[config.mk]
export PLATFORM = sky130hd
export DESIGN_NAME = vga_sync_gen_flat
export DESIGN_NICKNAME = d
export VERILOG_FILES = /design/src/rtl/vga_timing_pkg.sv /design/src/rtl/vga_sync_gen_if.sv /design/src/rtl/vga_tick_div.sv /design/src/rtl/vga_sync_gen.sv /design/src/flat_wrapper.sv
export SDC_FILE = /design/constraint.sdc
export NUM_CORES = 1
export LEC_CHECK = 0
export CORE_MARGIN = 10
export CORE_UTILIZATION = 54
export DETAILED_ROUTE_END_ITERATION = 8
export PLACE_DENSITY = 0.83
export SLEW_MARGIN = 10
export SYNTH_ARGS = -nofsm -noshare
export SYNTH_HDL_FRONTEND = slang
export SYNTH_SLANG_ARGS = --single-unit
export TNS_END_PERCENT = 20
[constraint.sdc]
create_clock -name clk -period 6 [get_ports clk]
set_input_delay 1.5 -clock clk [delete_from_list [all_inputs] [get_ports clk]]
set_output_delay 1.5 -clock clk [all_outputs]
set_load 0.005 [all_outputs]
[src/rtl/vga_timing_pkg.sv]
// vga_timing_pkg: default 640x480@60 timing constants, coordinate width and frame total helpers.
package vga_timing_pkg;
   localparam int COORD_W    = 10;
   localparam int TICK_DIV_D = 4;
   localparam int H_DISP_D   = 640;
   localparam int H_FP_D     = 16;
   localparam int H_SYNC_D   = 96;
   localparam int H_BP_D     = 48;
   localparam int V_DISP_D   = 480;
   localparam int V_FP_D     = 10;
   localparam int V_SYNC_D   = 2;
   localparam int V_BP_D     = 33;
   function automatic int h_total(int disp, int fp, int sync, int bp);
      return disp + fp + sync + bp;
   endfunction
   function automatic int v_total(int disp, int fp, int sync, int bp);
      return disp + fp + sync + bp;
   endfunction
endpackage

[src/rtl/vga_sync_gen_if.sv]
// vga_sync_gen_if: timing bundle from the sync generator to the renderer.
//   p_tick     pixel enable, one clk wide every TICK_DIV clks
//   pixel_x/y  current column / line
//   video_on   visible-area qualifier
//   hsync/vsync active-low syncs
//   frame_end  one clk pulse when the frame wraps
//   frame_cnt  8-bit frame counter (only with VGA_FRAME_CNT_EN)
interface vga_sync_gen_if;
   import vga_timing_pkg::*;
   logic               p_tick;
   logic [COORD_W-1:0] pixel_x;
   logic [COORD_W-1:0] pixel_y;
   logic               video_on;
   logic               hsync;
   logic               vsync;
   logic               frame_end;
`ifdef VGA_FRAME_CNT_EN
   logic [7:0]         frame_cnt;
   modport master(output p_tick, pixel_x, pixel_y, video_on, hsync, vsync, frame_end, frame_cnt);
   modport slave(input p_tick, pixel_x, pixel_y, video_on, hsync, vsync, frame_end, frame_cnt);
`else
   modport master(output p_tick, pixel_x, pixel_y, video_on, hsync, vsync, frame_end);
   modport slave(input p_tick, pixel_x, pixel_y, video_on, hsync, vsync, frame_end);
`endif
endinterface

[src/rtl/vga_tick_div.sv]
// vga_tick_div: mod-TICK_DIV divider producing a registered one-clk pixel tick.
//   clk, reset  system clock, synchronous active-high reset
//   p_tick      high for one clk every TICK_DIV clks, first TICK_DIV clks after reset
module vga_tick_div #(
   parameter int TICK_DIV = 4
)(
   input  logic clk,
   input  logic reset,
   output logic p_tick
);
   localparam int CW = $clog2(TICK_DIV);
   localparam logic [CW-1:0] LAST = CW'(TICK_DIV - 1);
   logic [CW-1:0] cnt;
   always_ff @(posedge clk)
      if (reset) begin
         cnt    <= '0;
         p_tick <= 1'b0;
      end else begin
         cnt    <= (cnt == LAST) ? '0 : cnt + 1'b1;
         p_tick <= cnt == LAST;
      end
endmodule

[src/rtl/vga_sync_gen.sv]
// vga_sync_gen: pixel tick, h/v counters, active-low syncs, video_on and frame_end for VGA timing.
//   clk, reset  system clock, synchronous active-high reset
//   vga         vga_sync_gen_if.master: p_tick, pixel_x, pixel_y, video_on, hsync, vsync, frame_end
//               (+ frame_cnt when VGA_FRAME_CNT_EN is defined)
module vga_sync_gen
   import vga_timing_pkg::*;
#(
   parameter int TICK_DIV = TICK_DIV_D,
   parameter int H_DISP   = H_DISP_D,
   parameter int H_FP     = H_FP_D,
   parameter int H_SYNC   = H_SYNC_D,
   parameter int H_BP     = H_BP_D,
   parameter int V_DISP   = V_DISP_D,
   parameter int V_FP     = V_FP_D,
   parameter int V_SYNC   = V_SYNC_D,
   parameter int V_BP     = V_BP_D
)(
   input logic            clk,
   input logic            reset,
   vga_sync_gen_if.master vga
);
   localparam int H_TOTAL = h_total(H_DISP, H_FP, H_SYNC, H_BP);
   localparam int V_TOTAL = v_total(V_DISP, V_FP, V_SYNC, V_BP);
   localparam logic [COORD_W-1:0] X_MAX = COORD_W'(H_TOTAL - 1);
   localparam logic [COORD_W-1:0] Y_MAX = COORD_W'(V_TOTAL - 1);
   localparam int HS_LO = H_DISP + H_FP;
   localparam int HS_HI = H_DISP + H_FP + H_SYNC - 1;
   localparam int VS_LO = V_DISP + V_FP;
   localparam int VS_HI = V_DISP + V_FP + V_SYNC - 1;
   if (H_TOTAL > 1024 || V_TOTAL > 1024 || TICK_DIV < 2) begin : g_bad_cfg
      $error("vga_sync_gen: H_TOTAL/V_TOTAL must be <= 1024 and TICK_DIV >= 2");
   end
   logic               p_tick;
   logic               line_end;
   logic [COORD_W-1:0] x_next;
   logic [COORD_W-1:0] y_next;
   vga_tick_div #(.TICK_DIV(TICK_DIV)) u_tick_div (
      .clk    (clk),
      .reset  (reset),
      .p_tick (p_tick)
   );
   assign vga.p_tick   = p_tick;
   assign vga.video_on = int'(vga.pixel_x) < H_DISP && int'(vga.pixel_y) < V_DISP;
   always_comb begin
      line_end = vga.pixel_x == X_MAX;
      x_next   = !p_tick ? vga.pixel_x : line_end ? '0 : vga.pixel_x + 1'b1;
      y_next   = !(p_tick && line_end) ? vga.pixel_y : (vga.pixel_y == Y_MAX) ? '0 : vga.pixel_y + 1'b1;
   end
   // Syncs decode the next-state counts so they change on the same clk as the coordinates.
   always_ff @(posedge clk)
      if (reset) begin
         vga.pixel_x   <= '0;
         vga.pixel_y   <= '0;
         vga.hsync     <= 1'b1;
         vga.vsync     <= 1'b1;
         vga.frame_end <= 1'b0;
`ifdef VGA_FRAME_CNT_EN
         vga.frame_cnt <= '0;
`endif
      end else begin
         vga.pixel_x   <= x_next;
         vga.pixel_y   <= y_next;
         vga.hsync     <= !(int'(x_next) >= HS_LO && int'(x_next) <= HS_HI);
         vga.vsync     <= !(int'(y_next) >= VS_LO && int'(y_next) <= VS_HI);
         vga.frame_end <= p_tick && line_end && vga.pixel_y == Y_MAX;
`ifdef VGA_FRAME_CNT_EN
         vga.frame_cnt <= vga.frame_cnt + 8'(vga.frame_end);
`endif
      end
endmodule

[src/flat_wrapper.sv]
// flat-port wrapper written by rule: the top's interface ports become plain ports
module vga_sync_gen_flat import vga_timing_pkg::*;
#(
   parameter int TICK_DIV = TICK_DIV_D,
   parameter int H_DISP   = H_DISP_D,
   parameter int H_FP     = H_FP_D,
   parameter int H_SYNC   = H_SYNC_D,
   parameter int H_BP     = H_BP_D,
   parameter int V_DISP   = V_DISP_D,
   parameter int V_FP     = V_FP_D,
   parameter int V_SYNC   = V_SYNC_D,
   parameter int V_BP     = V_BP_D
)
  (clk, reset, vga_p_tick, vga_pixel_x, vga_pixel_y, vga_video_on, vga_hsync, vga_vsync, vga_frame_end);
  vga_sync_gen_if vga_i ();
  input logic clk;
  input logic reset;
  output wire logic [$bits(vga_i.p_tick)-1:0] vga_p_tick;
  output wire logic [$bits(vga_i.pixel_x)-1:0] vga_pixel_x;
  output wire logic [$bits(vga_i.pixel_y)-1:0] vga_pixel_y;
  output wire logic [$bits(vga_i.video_on)-1:0] vga_video_on;
  output wire logic [$bits(vga_i.hsync)-1:0] vga_hsync;
  output wire logic [$bits(vga_i.vsync)-1:0] vga_vsync;
  output wire logic [$bits(vga_i.frame_end)-1:0] vga_frame_end;
  assign vga_p_tick = vga_i.p_tick;
  assign vga_pixel_x = vga_i.pixel_x;
  assign vga_pixel_y = vga_i.pixel_y;
  assign vga_video_on = vga_i.video_on;
  assign vga_hsync = vga_i.hsync;
  assign vga_vsync = vga_i.vsync;
  assign vga_frame_end = vga_i.frame_end;
  vga_sync_gen #(.TICK_DIV(TICK_DIV), .H_DISP(H_DISP), .H_FP(H_FP), .H_SYNC(H_SYNC), .H_BP(H_BP), .V_DISP(V_DISP), .V_FP(V_FP), .V_SYNC(V_SYNC), .V_BP(V_BP)) u_core (.clk(clk), .reset(reset), .vga(vga_i));
endmodule
==> impl_metrics.json <==
{
  "cp_slowest_stage_delay_ns": 0.53,
  "setup_violations": 0,
  "num_antenna_cells": 0,
  "fin_nets": 180,
  "synth-seq-area-share_pct": 39.3,
  "worstSetupStartpointType": "flop",
  "cts_setup_buffers": 0,
  "slew_headroom_pct": 38.8,
  "critPathSlowestCell": "clkdlybuf4s50_1",
  "crit_buf_inv": 1,
  "pwr-share-seq_pct": 57.6,
  "area_growth_pct": 24.0,
  "cp-end-kind": "output pin",
  "ys_async_sr_fraction_pct": 0,
  "grtUsageTotal_pct": 12.9,
  "die_y_um": 69.5,
  "drt_iter0_markers": 92,
  "synth_cell_types": 43,
  "met1_usage_pct": 15.3,
  "busiest_layer": "met2",
  "clk_latency_ns": 0.33,
  "cts_tree": "yes",
  "cts_resized": 0,
  "ys_seq_elements": 26,
  "io_pins": 27,
  "synth_compound_area_share_pct": 10.7,
  "worst-path-max-fanout": 7,
  "start_util_pct": 58.2,
  "crit_type": "flop to output pin",
  "combPwrFrac_pct": 2.7,
  "wire_per_inst_um": 16.1,
  "grt_max_degree": 20,
  "htreeDepth": 1,
  "slew_violations": 0,
  "worst_pin_slew_ns": 0.913,
  "maxCapViolations": 0,
  "path_delay_family": "simple AND/OR/NAND/NOR gates",
  "antenna_found_initial": 0,
  "cts.sinks": 26,
  "grt_pass1_vias": 1141,
  "internal_power_uw": 247,
  "synth_cells": 150,
  "synthSimpleGateAreaFrac_pct": 30.1,
  "grt_pass1_wl_um": 5380,
  "floorplan.die_area_um2": 4830,
  "finalWirelength_um": 3250,
  "vdd_ir_drop_max_mv": 0.155,
  "path_clk_slew_ns": 0.14,
  "p_per_area_nw_per_um2": 187,
  "holdBufCountCts": 0,
  "met3_usage_pct": 4.14,
  "synthMuxAreaShare_pct": 1.61,
  "min_path_type": "flop to flop",
  "num_vias": 1226,
  "cp.arrival_ns": 1.86,
  "clk_path_buf_depth": 2,
  "rsz0062_at_grt": "no",
  "p_leak_uw": 0.000550,
  "port_buffers": 26,
  "synth_top_family_by_area": "simple AND/OR/NAND/NOR gates",
  "grt_overflow": 0,
  "core.rowCount": 17,
  "period_minus_slack_ns": 3.36,
  "ant_nets": 0,
  "utilization_pct": 72.1,
  "core_area_um2": 2280,
  "syn-num-nets": 156,
  "fmax_ghz": 0.298,
  "clkPwrFrac_pct": 39.7,
  "synthAdderAreaFrac_pct": 3.78,
  "place_hpwl_um": 2400,
  "skew_ns": 0.00542,
  "drc": 0,
  "netSwitchingPower_uw": 60.3,
  "status": "complete, no violations",
  "fillerInstances": 175,
  "layout-drive-gt1-share_pct": 4.62,
  "finalHoldViolCount": 0,
  "die_w_um": 69.5,
  "final_cells": 201,
  "synth_edf_count": 0,
  "setup_tns_ns": 0,
  "timing.critical_path.required_ns": 4.50,
  "ys.warnings.count": 0,
  "place_inst": 197,
  "syn_area_per_cell_um2": 8.83,
  "routabilityCongestion": 0.869,
  "stdcell_area_um2": 1640,
  "synth-xor-area-share_pct": 10.6,
  "via_per_inst": 6.10,
  "cp_cell_sequence": "and3_1, and2_1, nor3_1, clkdlybuf4s50_1",
  "post-route-period-util_pct": 55.9,
  "postPlaceCellArea_um2": 1590,
  "cts_root_buf": "clkbuf_4",
  "numCtsBuffers": 3,
  "grt_util_met2_pct": 20.8,
  "switching_share_pct": 19.7,
  "first_pass_iters": 5,
  "dominantRegCellSynth": "dfxtp_1",
  "syn_area_um2": 1320
}
## area by class of cell
class	count	area, µm²	share of cell area [%]
inverter	6	22.5	1.37
tap	28	35.0	2.13
clock buffer	3	22.5	1.37
clock inverter	1	30.0	1.83
sequential	26	520	31.7
timing repair buffer	26	260	15.9
multi-input combinational	111	751	45.7
## metrics by stage
step,worst slack (ns),hold slack (ns),power (µW)
after floorplan,3.52,0.408,186
after global placement,2.81,0.415,188
after detailed placement,2.72,0.431,189
after CTS,2.63,0.452,309
after global routing,2.53,0.469,318
final,2.64,0.444,307
## power by group through the flow
stage | registers, µW | clock network (µW) | logic, µW
3_3_place_gp | 180 | 0 | 7.75
4_1_cts | 177 | 124 | 8.30
6_report | 177 | 122 | 8.24
2_1_floorplan | 180 | 0 | 5.88
5_1_grt | 177 | 131 | 9.17
3_5_place_dp | 181 | 0 | 8.28
## worst register-to-register path, cell delays in order (launching register included)
cell and delay, ns:
dfxtp_1 0.39, or4b_1 0.69, nor3_2 0.74, o21ai_0 0.20
mux2_2 0.32, nand4b_1 0.09
## registers in the layout (all words and copies together), names as in the netlist
register / flops
u_core.vga.hsync: 1
u_core.vga.vsync: 1
u_core.vga.pixel_y: 10
u_core.vga.pixel_x: 10
u_core.vga.frame_end: 1
u_core.u_tick_div.p_tick: 1
u_core.u_tick_div.cnt: 2
## logic make-up after synthesis
| logic type | after synthesis |
|---|---|
| flip-flops | 26 |
| AO/OA/AOI/OAI | 20 |
| XOR/XNOR | 16 |
| buffers and inverters | 13 |
| multiplexers | 2 |
| AND/OR/NAND/NOR | 69 |
| adder cells (fa/ha/maj) | 4 |
## layer usage
| layer | wire length (µm) | vias to the layer above | part of all wire, % |
|---|---|---|---|
| li1 | - | 586 | - |
| met1 | 1410 | 590 | 43 |
| met2 | 1520 | 45 | 47 |
| met3 | 271 | 5 | 8.3 |
| met4 | 46 | 0 | 1.4 |
| met5 | 0 | - | 0 |
## cells in the mapped netlist, drive strengths merged (2+ instances only)
cell	number	area share, %
dfxtp	26	39
nor2	14	4.0
nor3	14	5.7
nand3	10	3.8
xnor2	9	6.0
xor2	7	4.6
inv	6	1.7
nand4	6	2.8
o21ai	6	2.3
buf	4	1.4
ha	4	3.8
nand2	4	1.1
nor2b	4	1.9
a21oi	3	1.1
and2	3	1.4
and3	3	1.4
clkbuf	3	0.85
a211oi	2	1.1
nor4	2	2.1
## layout by cell type, fill, tap and decap left out, types with 4 or more instances in the layout
| cell type | netlist | layout |
|---|---|---|
| nor2_1 | 14 | 14 |
| ha_1 | 4 | 4 |
| nor3_1 | 13 | 13 |
| dfxtp_1 | 26 | 26 |
| xnor2_1 | 9 | 9 |
| nor2b_1 | 4 | 4 |
| xor2_1 | 7 | 7 |
| nand2_1 | 4 | 4 |
| clkdlybuf4s50_1 | 0 | 26 |
| o21ai_0 | 5 | 5 |
| inv_1 | 6 | 6 |
| nand3_1 | 10 | 10 |
| nand4_1 | 6 | 6 |
## final timing paths
check,cells after the start,start,slack (ns),end
worst min-delay path,1,u_core.u_tick_div.cnt[0],0.44,u_core.u_tick_div.cnt[0]
worst min register to register,1,u_core.u_tick_div.cnt[0],0.44,u_core.u_tick_div.cnt[0]
worst max register to register,5,u_core.vga.pixel_x[5],3.52,u_core.vga.vsync
worst max-delay path,4,u_core.vga.pixel_y[5],2.64,vga_video_on
Power figures use the tool's default switching activity.
